## src/rtl/dir_seq_arbiter_if.sv

```systemverilog
// Handshake and status bundle between the MFK request side and the direction arbiter.
interface dir_seq_arbiter_if;
    logic       frame_req;
    logic       clr_req;
    logic       tx_done;
    logic       dir_RX;
    logic       dir_TX;
    logic       addr_ena;
    logic       busy;
    logic [2:0] state;
    logic [7:0] drop_cnt;
    logic       wd_err;

    modport master (
        output frame_req, clr_req, tx_done,
        input  dir_RX, dir_TX, addr_ena, busy, state, drop_cnt, wd_err
    );

    modport slave (
        input  frame_req, clr_req, tx_done,
        output dir_RX, dir_TX, addr_ena, busy, state, drop_cnt, wd_err
    );
endinterface

```

## src/rtl/dir_seq_arbiter.sv

```systemverilog
// Line direction sequencer: phases receiver/transmitter enables around one response frame,
// with a one-deep request queue, abort on clr_req and a watchdog on the transmit wait.
module dir_seq_arbiter #(
    parameter int T_RX   = 1000,
    parameter int T_TX   = 500,
    parameter int T_ADDR = 500,
    parameter int T_REL  = 500,
    parameter int T_WD   = 4000
) (
    input  logic                  clk,
    input  logic                  RESET,
    dir_seq_arbiter_if.slave      bus
);

    typedef enum logic [2:0] {
        IDLE    = 3'd0,
        RX_SW   = 3'd1,
        TX_SW   = 3'd2,
        ADDR    = 3'd3,
        WAIT_TX = 3'd4,
        REL_TX  = 3'd5,
        REL_RX  = 3'd6
    } state_t;

    localparam logic [11:0] RX_LAST   = 12'(T_RX - 1);
    localparam logic [11:0] TX_LAST   = 12'(T_TX - 1);
    localparam logic [11:0] ADDR_LAST = 12'(T_ADDR - 1);
    localparam logic [11:0] REL_LAST  = 12'(T_REL - 1);
    localparam logic [11:0] WD_LAST   = 12'(T_WD - 1);

    function automatic logic [7:0] sat_inc(input logic [7:0] v);
        sat_inc = (v == 8'hFF) ? 8'hFF : v + 8'd1;
    endfunction

    logic [2:0]  state_r;
    logic [2:0]  state_nxt_s;
    logic [11:0] cnt_r;
    logic        pending_r;
    logic        pending_nxt_s;
    logic [7:0]  drop_r;
    logic [7:0]  drop_nxt_s;
    logic        dir_rx_r;
    logic        dir_rx_nxt_s;
    logic        dir_tx_r;
    logic        dir_tx_nxt_s;
    logic        addr_ena_r;
    logic        addr_ena_nxt_s;
    logic        busy_r;
    logic        wd_err_r;
    logic        wd_fire_s;

    // State, phase counter, queue and registered outputs
    always_ff @(posedge clk) begin
        if (RESET) begin
            state_r    <= IDLE;
            cnt_r      <= 12'd0;
            pending_r  <= 1'b0;
            drop_r     <= 8'd0;
            dir_rx_r   <= 1'b0;
            dir_tx_r   <= 1'b0;
            addr_ena_r <= 1'b0;
            busy_r     <= 1'b0;
            wd_err_r   <= 1'b0;
        end else begin
            state_r    <= state_nxt_s;
            cnt_r      <= (state_nxt_s != state_r) ? 12'd0 : cnt_r + 12'd1;
            pending_r  <= pending_nxt_s;
            drop_r     <= drop_nxt_s;
            dir_rx_r   <= dir_rx_nxt_s;
            dir_tx_r   <= dir_tx_nxt_s;
            addr_ena_r <= addr_ena_nxt_s;
            busy_r     <= (state_nxt_s != IDLE);
            wd_err_r   <= wd_fire_s;
        end
    end

    // Next-state selection; clr_req outranks the phase timers in the switching states
    always_comb begin
        state_nxt_s = state_r;
        wd_fire_s   = 1'b0;
        case (state_r)
            IDLE: begin
                if (bus.frame_req || pending_r) state_nxt_s = RX_SW;
                else                            state_nxt_s = IDLE;
            end
            RX_SW: begin
                if (bus.clr_req)           state_nxt_s = REL_TX;
                else if (cnt_r == RX_LAST) state_nxt_s = TX_SW;
                else                       state_nxt_s = RX_SW;
            end
            TX_SW: begin
                if (bus.clr_req)           state_nxt_s = REL_TX;
                else if (cnt_r == TX_LAST) state_nxt_s = ADDR;
                else                       state_nxt_s = TX_SW;
            end
            ADDR: begin
                if (bus.clr_req)             state_nxt_s = REL_TX;
                else if (cnt_r == ADDR_LAST) state_nxt_s = WAIT_TX;
                else                         state_nxt_s = ADDR;
            end
            WAIT_TX: begin
                if (bus.tx_done || bus.clr_req) begin
                    state_nxt_s = REL_TX;
                end else if (cnt_r == WD_LAST) begin
                    state_nxt_s = REL_TX;
                    wd_fire_s   = 1'b1;
                end else begin
                    state_nxt_s = WAIT_TX;
                end
            end
            REL_TX: begin
                if (cnt_r == REL_LAST) state_nxt_s = REL_RX;
                else                   state_nxt_s = REL_TX;
            end
            REL_RX:  state_nxt_s = IDLE;
            default: state_nxt_s = IDLE;
        endcase
    end

    // Output and queue updates keyed on the state being entered
    always_comb begin
        dir_rx_nxt_s   = dir_rx_r;
        dir_tx_nxt_s   = dir_tx_r;
        addr_ena_nxt_s = addr_ena_r;
        pending_nxt_s  = pending_r;
        drop_nxt_s     = drop_r;

        if (state_nxt_s != state_r) begin
            case (state_nxt_s)
                TX_SW: dir_rx_nxt_s = 1'b1;
                ADDR: begin
                    dir_tx_nxt_s   = 1'b1;
                    addr_ena_nxt_s = 1'b1;
                end
                WAIT_TX: addr_ena_nxt_s = 1'b0;
                REL_TX: begin
                    dir_tx_nxt_s   = 1'b0;
                    addr_ena_nxt_s = 1'b0;
                end
                REL_RX: dir_rx_nxt_s = 1'b0;
                IDLE: begin
                    dir_rx_nxt_s   = 1'b0;
                    dir_tx_nxt_s   = 1'b0;
                    addr_ena_nxt_s = 1'b0;
                end
                default: dir_rx_nxt_s = dir_rx_r;
            endcase
        end else begin
            dir_rx_nxt_s = dir_rx_r;
        end

        // A request seen while one is already queued is counted as dropped
        if (state_r == IDLE) begin
            pending_nxt_s = 1'b0;
            if (bus.frame_req && pending_r) drop_nxt_s = sat_inc(drop_r);
            else                            drop_nxt_s = drop_r;
        end else if (bus.frame_req) begin
            if (pending_r) drop_nxt_s    = sat_inc(drop_r);
            else           pending_nxt_s = 1'b1;
        end else begin
            pending_nxt_s = pending_r;
        end
    end

    assign bus.state    = state_r;
    assign bus.dir_RX   = dir_rx_r;
    assign bus.dir_TX   = dir_tx_r;
    assign bus.addr_ena = addr_ena_r;
    assign bus.busy     = busy_r;
    assign bus.wd_err   = wd_err_r;
    assign bus.drop_cnt = drop_r;

endmodule
```

## src/flat_wrapper.sv

```systemverilog
// flat-port wrapper written by rule: the top's interface ports become plain ports
module dir_seq_arbiter_flat 
#(
    parameter int T_RX   = 1000,
    parameter int T_TX   = 500,
    parameter int T_ADDR = 500,
    parameter int T_REL  = 500,
    parameter int T_WD   = 4000
)
  (clk, RESET, bus_frame_req, bus_clr_req, bus_tx_done, bus_dir_RX, bus_dir_TX, bus_addr_ena, bus_busy, bus_state, bus_drop_cnt, bus_wd_err);
  dir_seq_arbiter_if bus_i ();
  input  logic clk;
  input  logic RESET;
  input wire logic [$bits(bus_i.frame_req)-1:0] bus_frame_req;
  input wire logic [$bits(bus_i.clr_req)-1:0] bus_clr_req;
  input wire logic [$bits(bus_i.tx_done)-1:0] bus_tx_done;
  output wire logic [$bits(bus_i.dir_RX)-1:0] bus_dir_RX;
  output wire logic [$bits(bus_i.dir_TX)-1:0] bus_dir_TX;
  output wire logic [$bits(bus_i.addr_ena)-1:0] bus_addr_ena;
  output wire logic [$bits(bus_i.busy)-1:0] bus_busy;
  output wire logic [$bits(bus_i.state)-1:0] bus_state;
  output wire logic [$bits(bus_i.drop_cnt)-1:0] bus_drop_cnt;
  output wire logic [$bits(bus_i.wd_err)-1:0] bus_wd_err;
  assign bus_i.frame_req = bus_frame_req;
  assign bus_i.clr_req = bus_clr_req;
  assign bus_i.tx_done = bus_tx_done;
  assign bus_dir_RX = bus_i.dir_RX;
  assign bus_dir_TX = bus_i.dir_TX;
  assign bus_addr_ena = bus_i.addr_ena;
  assign bus_busy = bus_i.busy;
  assign bus_state = bus_i.state;
  assign bus_drop_cnt = bus_i.drop_cnt;
  assign bus_wd_err = bus_i.wd_err;
  dir_seq_arbiter #(.T_RX(T_RX), .T_TX(T_TX), .T_ADDR(T_ADDR), .T_REL(T_REL), .T_WD(T_WD)) u_core (.clk(clk), .RESET(RESET), .bus(bus_i));
endmodule
```

## config.mk

```make
export PLATFORM = sky130hd
export DESIGN_NAME = dir_seq_arbiter_flat
export DESIGN_NICKNAME = d
export VERILOG_FILES = /design/src/rtl/dir_seq_arbiter_if.sv /design/src/rtl/dir_seq_arbiter.sv /design/src/flat_wrapper.sv
export SDC_FILE = /design/constraint.sdc
export NUM_CORES = 1
export LEC_CHECK = 0
export ABC_AREA = 1
export BUFFER_PORTS_ARGS = -buffer_cell sky130_fd_sc_hd__buf_2
export CAP_MARGIN = 20
export CORE_MARGIN = 8
export CORE_UTILIZATION = 50
export DETAILED_ROUTE_END_ITERATION = 8
export GPL_TIMING_DRIVEN = 0
export PLACE_DENSITY = 0.68
export SLEW_MARGIN = 30
export SYNTH_ARGS = -nofsm -noshare
export SYNTH_HDL_FRONTEND = slang
export SYNTH_SLANG_ARGS = --single-unit
```

## constraint.sdc

```tcl
create_clock -name clk -period 2.05 [get_ports clk]
set_clock_uncertainty 0.1 [all_clocks]
set_input_delay 0.205 -clock clk [delete_from_list [all_inputs] [get_ports clk]]
set_output_delay 0.205 -clock clk [all_outputs]
set_load 0.01 [all_outputs]
```

## Yosys cells after proc, flatten, opt, wreduce, memory -nomap -nowiden

Index checks and enable logic that the tools add are counted.

| operators by class | value |
|---|---|
| add/subtract/negate cells | 2 |
| equal/unequal tests | 16 |
| multiplexer cells | 20 |
| bitwise logic cells | 1 |
| reduce and logical (&&, ||, !) cells | 21 |

Operator list:

| cell | number |
|---|---|
| two-way mux 8 bit | 5 |
| case mux 3 bit (6 select lines) | 1 |
| equality test 3 bit (second input constant) | 5 |
| two-way mux 3 bit | 5 |
| adder 12 x 1 -> 12 bit (second input constant) | 1 |
| equality test 12 x 10 -> 1 bit (second input constant) | 1 |
| equality test 12 bit (second input constant) | 1 |
| equality test 12 x 9 -> 1 bit (second input constant) | 1 |
| equality test 3 x 2 -> 1 bit (second input constant) | 4 |
| nonzero test 2 bit | 5 |
| adder 8 x 1 -> 8 bit (second input constant) | 1 |
| equality test 8 bit (second input constant) | 1 |
| OR reduction 2 bit | 4 |
| zero test 3 bit | 2 |
| case mux 1 bit (2 select lines) | 3 |
| AND reduction 2 bit | 3 |
| OR reduction 3 bit | 2 |
| two-way mux 1 bit | 4 |
| two-way mux 2 bit | 2 |
| equality test 3 x 1 -> 1 bit (second input constant) | 1 |
| inequality test 3 bit | 1 |
| AND reduction 3 bit | 1 |
| nonzero test 3 bit | 1 |
| logical OR 1 bit | 2 |
| other kinds (3) | 3 |

| storage, ports and cells | value |
|---|---|
| register bits | 29 |
| input bits | 5 |
| output and inout bits | 16 |
| logic and storage cells | 69 |

## Depth between registers and ports, before layout

| depth | value |
|---|---|
| word-level depth | 8 |
| depth in mapped cells | 16 |
| gate-level depth less buffers | 16 |

## Worst setup path after synthesis

Ideal clock, no wire load.

| timing | value |
|---|---|
| path kind | reg2reg |
| from | register u_core.cnt_r[0] |
| to | register u_core.cnt_r[11] |
| setup time | 72 ps |
| arrival time | 1550 ps |
| data required time | 1878 ps |
| setup slack | 327 ps |
| cell stages (with the launch flop) | 15 |
| buffers on the path | 1 |
| clock period less this slack | 1723 ps |
| path through | dfxtp_1 -> ha_1 -> nand2_1 -> inv_1 -> nand2_1 -> nor2_2 -> nand3_1 -> nand2_1 -> inv_1 -> nand3_1 -> nand2_1 -> inv_2 -> nand3_4 -> buf_6 -> nor3b_2 |

| on the way | value |
|---|---|
| longest elaborated chain between the ends | 6 |
| elaborated cells between the ends (all ways) | 16 |
| classes of those cells | add/sub (1); eq/ne (4); mux (10); reduce/logical (1) |

Ends and longest elaborated chain:

| item | RTL line | text |
|---|---|---|
| start, declared | dir_seq_arbiter.sv:37 | `logic [11:0] cnt_r;` |
| start signal, assigned | dir_seq_arbiter.sv:66 | `cnt_r <= (state_nxt_s != state_r) ? 12'd0 : cnt_r + 12'd1;` |
| equality test 12 bit, or another cell as far along | dir_seq_arbiter.sv:104 | `end else if (cnt_r == WD_LAST) begin` |
| two-way mux 1 bit, or another cell as far along | dir_seq_arbiter.sv:104 |  |
| two-way mux 3 bit (on tied branches) | - |  |
| case mux 3 bit (6 select lines) | dir_seq_arbiter.sv:81 | `case (state_r)` |
| inequality test 3 bit | dir_seq_arbiter.sv:66 |  |
| OR reduction 2 bit (no line) | - |  |

Several ways; a longest one is shown, not always the timed one.
A chain may end at the register's enable or synchronous reset.

## Final worst setup path

Ends and elaborated chain as after synthesis.

==> summary.txt <==
Status
  • Status: finished, final reports clean

Timing
  • Fin Hold WS: 68.3 ps
  • Fmax: 530 MHz
  • Pin slew with the least headroom to its limit: 440 ps
  • Final Hold Fails: 0
  • Tmin final: 1890 ps
  • Crit share post-route: 92.1%
  • Final WS setup: 161 ps
  • Max Slew Vio Count: 0
  • RSZ-0062 raised after global routing: no
  • Final setup TNS: 0 ps
  • Final setup viols: 0
  • Max_slew headroom: 70.6%

Routing
  • Total length of routed wires: 3370 um
  • Via count: 1474
  • First drt pass iteration count: 4
  • DR iter-0 viols: 95
  • Final routed DRC violation total: 0
  • DR WL/cell: 11.0 um
  • Vias per cell: 4.83
  • Final ANT Viol Nets: 0

Critical path
  • CP max stage cell: dfxtp_2
  • Critical Path Fanout Max: 10
  • Reg2Reg Capture Point: u_core.cnt_r[11]$_SDFF_PP0_
  • Crit path buf inv count: 2
  • Worst setup path class: reg2reg
  • Setup slack, reg-to-reg: 160 ps
  • Worst Setup End Kind: register
  • Worst r2r path cells: 12
  • CP max stage delay: 370 ps
  • Family with the most delay on the worst path: simple AND/OR/NAND/NOR gates
  • WP data required: 2200 ps
  • CP cell instances: ha_4 -> nand2_1 -> inv_1 -> nand2_1 -> nor2_2 -> nand2_1 -> nand2_1 -> nand3_2 -> o21bai_4 -> nand3_4 -> buf_6 -> nor3b_2
  • Reg2reg start: u_core.cnt_r[0]$_SDFF_PP0_
  • CP arrival: 2040 ps
  • Crit path launch type: register
  • Most used cell, CP: nand2_1

Clock network
  • Worst-path clk slew: 90 ps
  • H-tree levels: 2
  • Worst-Skew Late Latency: 320 ps
  • CTS root buf: clkbuf_4
  • CTS tree: built
  • Clk buf depth: 2
  • Clock sink count: 29
  • Num CTS Buffers: 5

Synth
  • Netlist Area Pre-Place: 1580 um^2
  • Cell variety after synth: 28
  • Register area share after synthesis: 36.7%
  • Synth warn: 0
  • Avg Inst Size Synth: 6.72 um^2
  • Cells after Synth: 235
  • Register bit total from synthesis: 29
  • Synth Net Count: 242

Floorplanning
  • Core Region: 3030 um^2
  • Starting Density: 52.2%
  • Ports: 21
  • Die height: 72.2 um
  • Die X: 72.2 um
  • Die area: 5220 um^2
  • Row count: 20

Cells and area
  • Diodes inserted: 0
  • Proportion of layout cells with a drive suffix above 1: 20.7%
  • Non-Filler Instances: 305
  • Filler cells: 295
  • Area delta synth->final: 15.8%
  • Multi-input logic area: 877 um^2
  • FF+latch area: 583 um^2
  • Nets: 268

Global route
  • Antenna violations before repair: 0
  • Total track usage: 13.5%
  • First-pass GRT wire length: 5730 um
  • Vias in the first global route: 1325
  • Pin count of the biggest net entering global routing: 11
  • Gr ovfl total: 0

Power and ir drop
  • Total power: 1.10 mW
  • Peak VDD IR: 0.367 mV
  • Pwr Density: 600 nW/um^2
  • Pleak: 0.842 nW

Placed design
  • Cells after DPL: 298
  • GPL Wtd Cong: 0.857
  • Port bufs: 19
  • Setup Slack @ Placement: 74.7 ps
  • Hpwl dp: 2580 um

Hold path
  • Type of the tightest min-delay check: in2reg
  • Hold depth: 4
  • WHS Endpoint: u_core.bus.wd_err$_SDFF_PP0_
  • Worst min-delay path startpoint: bus_tx_done

Flow run
  • Max Cap Violations: 0
[worst max-delay path by stage]
stage	startpoint	endpoint	slack, ps	cells after the start
after floorplan	u_core.cnt_r[0]$_SDFF_PP0_	u_core.cnt_r[11]$_SDFF_PP0_	330	14
after global placement	u_core.cnt_r[0]$_SDFF_PP0_	u_core.bus.addr_ena$_SDFFE_PP0P_	100	13
after detailed placement	u_core.cnt_r[0]$_SDFF_PP0_	u_core.bus.addr_ena$_SDFFE_PP0P_	70	13
after CTS	u_core.cnt_r[0]$_SDFF_PP0_	u_core.cnt_r[11]$_SDFF_PP0_	50	14
after global routing	u_core.cnt_r[0]$_SDFF_PP0_	u_core.cnt_r[11]$_SDFF_PP0_	10	12
final	u_core.cnt_r[0]$_SDFF_PP0_	u_core.cnt_r[11]$_SDFF_PP0_	160	12
[area by class of cell]
cell class / count / share of cell area, %
inverters: 40 / 8.20
well taps: 44 / 3.01
plain buffers: 2 / 0.820
flip-flops and latches: 29 / 31.9
clock buffers: 7 / 3.01
repair buffers: 19 / 5.19
multi-input cells: 164 / 47.9
[tightest hold or removal path, delay by kind of cell]
| family | cells | cell delay, ps |
|---|---|---|
| simple gates | 3 | 150 |
| buf+inv | 1 | 80 |
[kinds of logic (layout without fill, tap and decap cells)]
| logic type | after synthesis | after routing | share of synthesized area, % |
|---|---|---|---|
| and+or+nand+nor | 132 | 132 | 38.1 |
| buffers and inverters | 42 | 68 | 10.5 |
| DFF | 29 | 29 | 36.7 |
| AOI/OAI and AO/OA | 22 | 22 | 8.71 |
| xor gates and xnor gates | 8 | 8 | 4.43 |
| adders and majority gates | 2 | 2 | 1.58 |
[timing repair]
item	4_1_cts	5_1_grt
hold buffers	0	0
resized for setup	0	13
endpoints found under the setup margin	0	15
buffers inserted	0	0
[synthesized netlist by cell type]
cell type	count	area (um^2)
o21ai_0	9	45.0
nand3_2	1	10.0
nor3b_1	3	22.5
nand3_4	1	17.5
xor2_1	5	43.8
nor2_2	1	6.26
nor3_1	6	30.0
nor3_2	1	10.0
nand2_2	2	12.5
a21oi_1	7	35.0
nand4_1	4	25.0
nand2_1	58	218
clkbuf_1	1	3.75
nor4_1	1	6.26
ha_1	2	25.0
buf_6	1	11.3
nor2_4	1	11.3
inv_1	35	131
a31oi_1	2	12.5
nor3b_2	1	12.5
or2_2	1	6.26
dfxtp_1	29	581
nor2_1	33	124
a21oi_2	3	26.3
nand3_1	18	90.1
o21bai_4	1	18.8
inv_2	5	18.8
xnor2_1	3	26.3
[sequential cells by signal, indices dropped and copies added (netlist names)]
register             cells
u_core.bus.dir_TX        1
u_core.bus.busy          1
u_core.bus.state         3
u_core.bus.wd_err        1
u_core.bus.addr_ena      1
u_core.cnt_r            12
u_core.pending_r         1
u_core.bus.drop_cnt      8
u_core.bus.dir_RX        1
[routing by layer]
| layer | vias up | GRT usage [%] | part of all wire [%] | wire [um] |
|---|---|---|---|---|
| li1 | 788 | - | - | - |
| met3 | 5 | 4.82 | 6.1 | 206 |
| met2 | 32 | 21.2 | 44 | 1490 |
| met5 | - | 0 | 0 | 0 |
| met4 | 0 | 4.08 | 1.3 | 43 |
| met1 | 649 | 16.8 | 48 | 1620 |
[power breakdown]
part | internal (mW) | total (mW) | switching [mW]
clock | 0.162 | 0.355 | 0.193
sequential | 0.580 | 0.597 | 0.0164
combinational | 0.0559 | 0.147 | 0.0908
[metrics by stage]
stage	instance area, um^2	util [%]
CTS	1790	59.0
global placement	1730	57.1
floorplan	1580	-
global route	1830	60.5
detailed placement	1730	57.1
finish	1830	60.5
[cell usage in the layout, fill, tap and decap left out]
cell type  count
nand2_1       56
inv_1         35
nor2_1        31
dfxtp_1       27
buf_2         19
nand3_1       16
o21ai_0        8
a21oi_1        7
inv_2          5
nor3_1         5
xor2_1         5
clkbuf_4       5
nand2_2        4
nand4_1        4
nand3_2        3
a21oi_2        3
nor3b_1        3
xnor2_1        3
nor2_2         2
nor3_2         2
nor2_4         2
clkbuf_1       2
a31oi_1        2
dfxtp_2        2
o21bai_4       1
o21ai_1        1
nand3_4        1
buf_6          1
nor4_1         1
nor3b_2        1
or2_2          1
ha_4           1
ha_1           1
clkbuf_8       1
(Power assumes the default switching activity.)
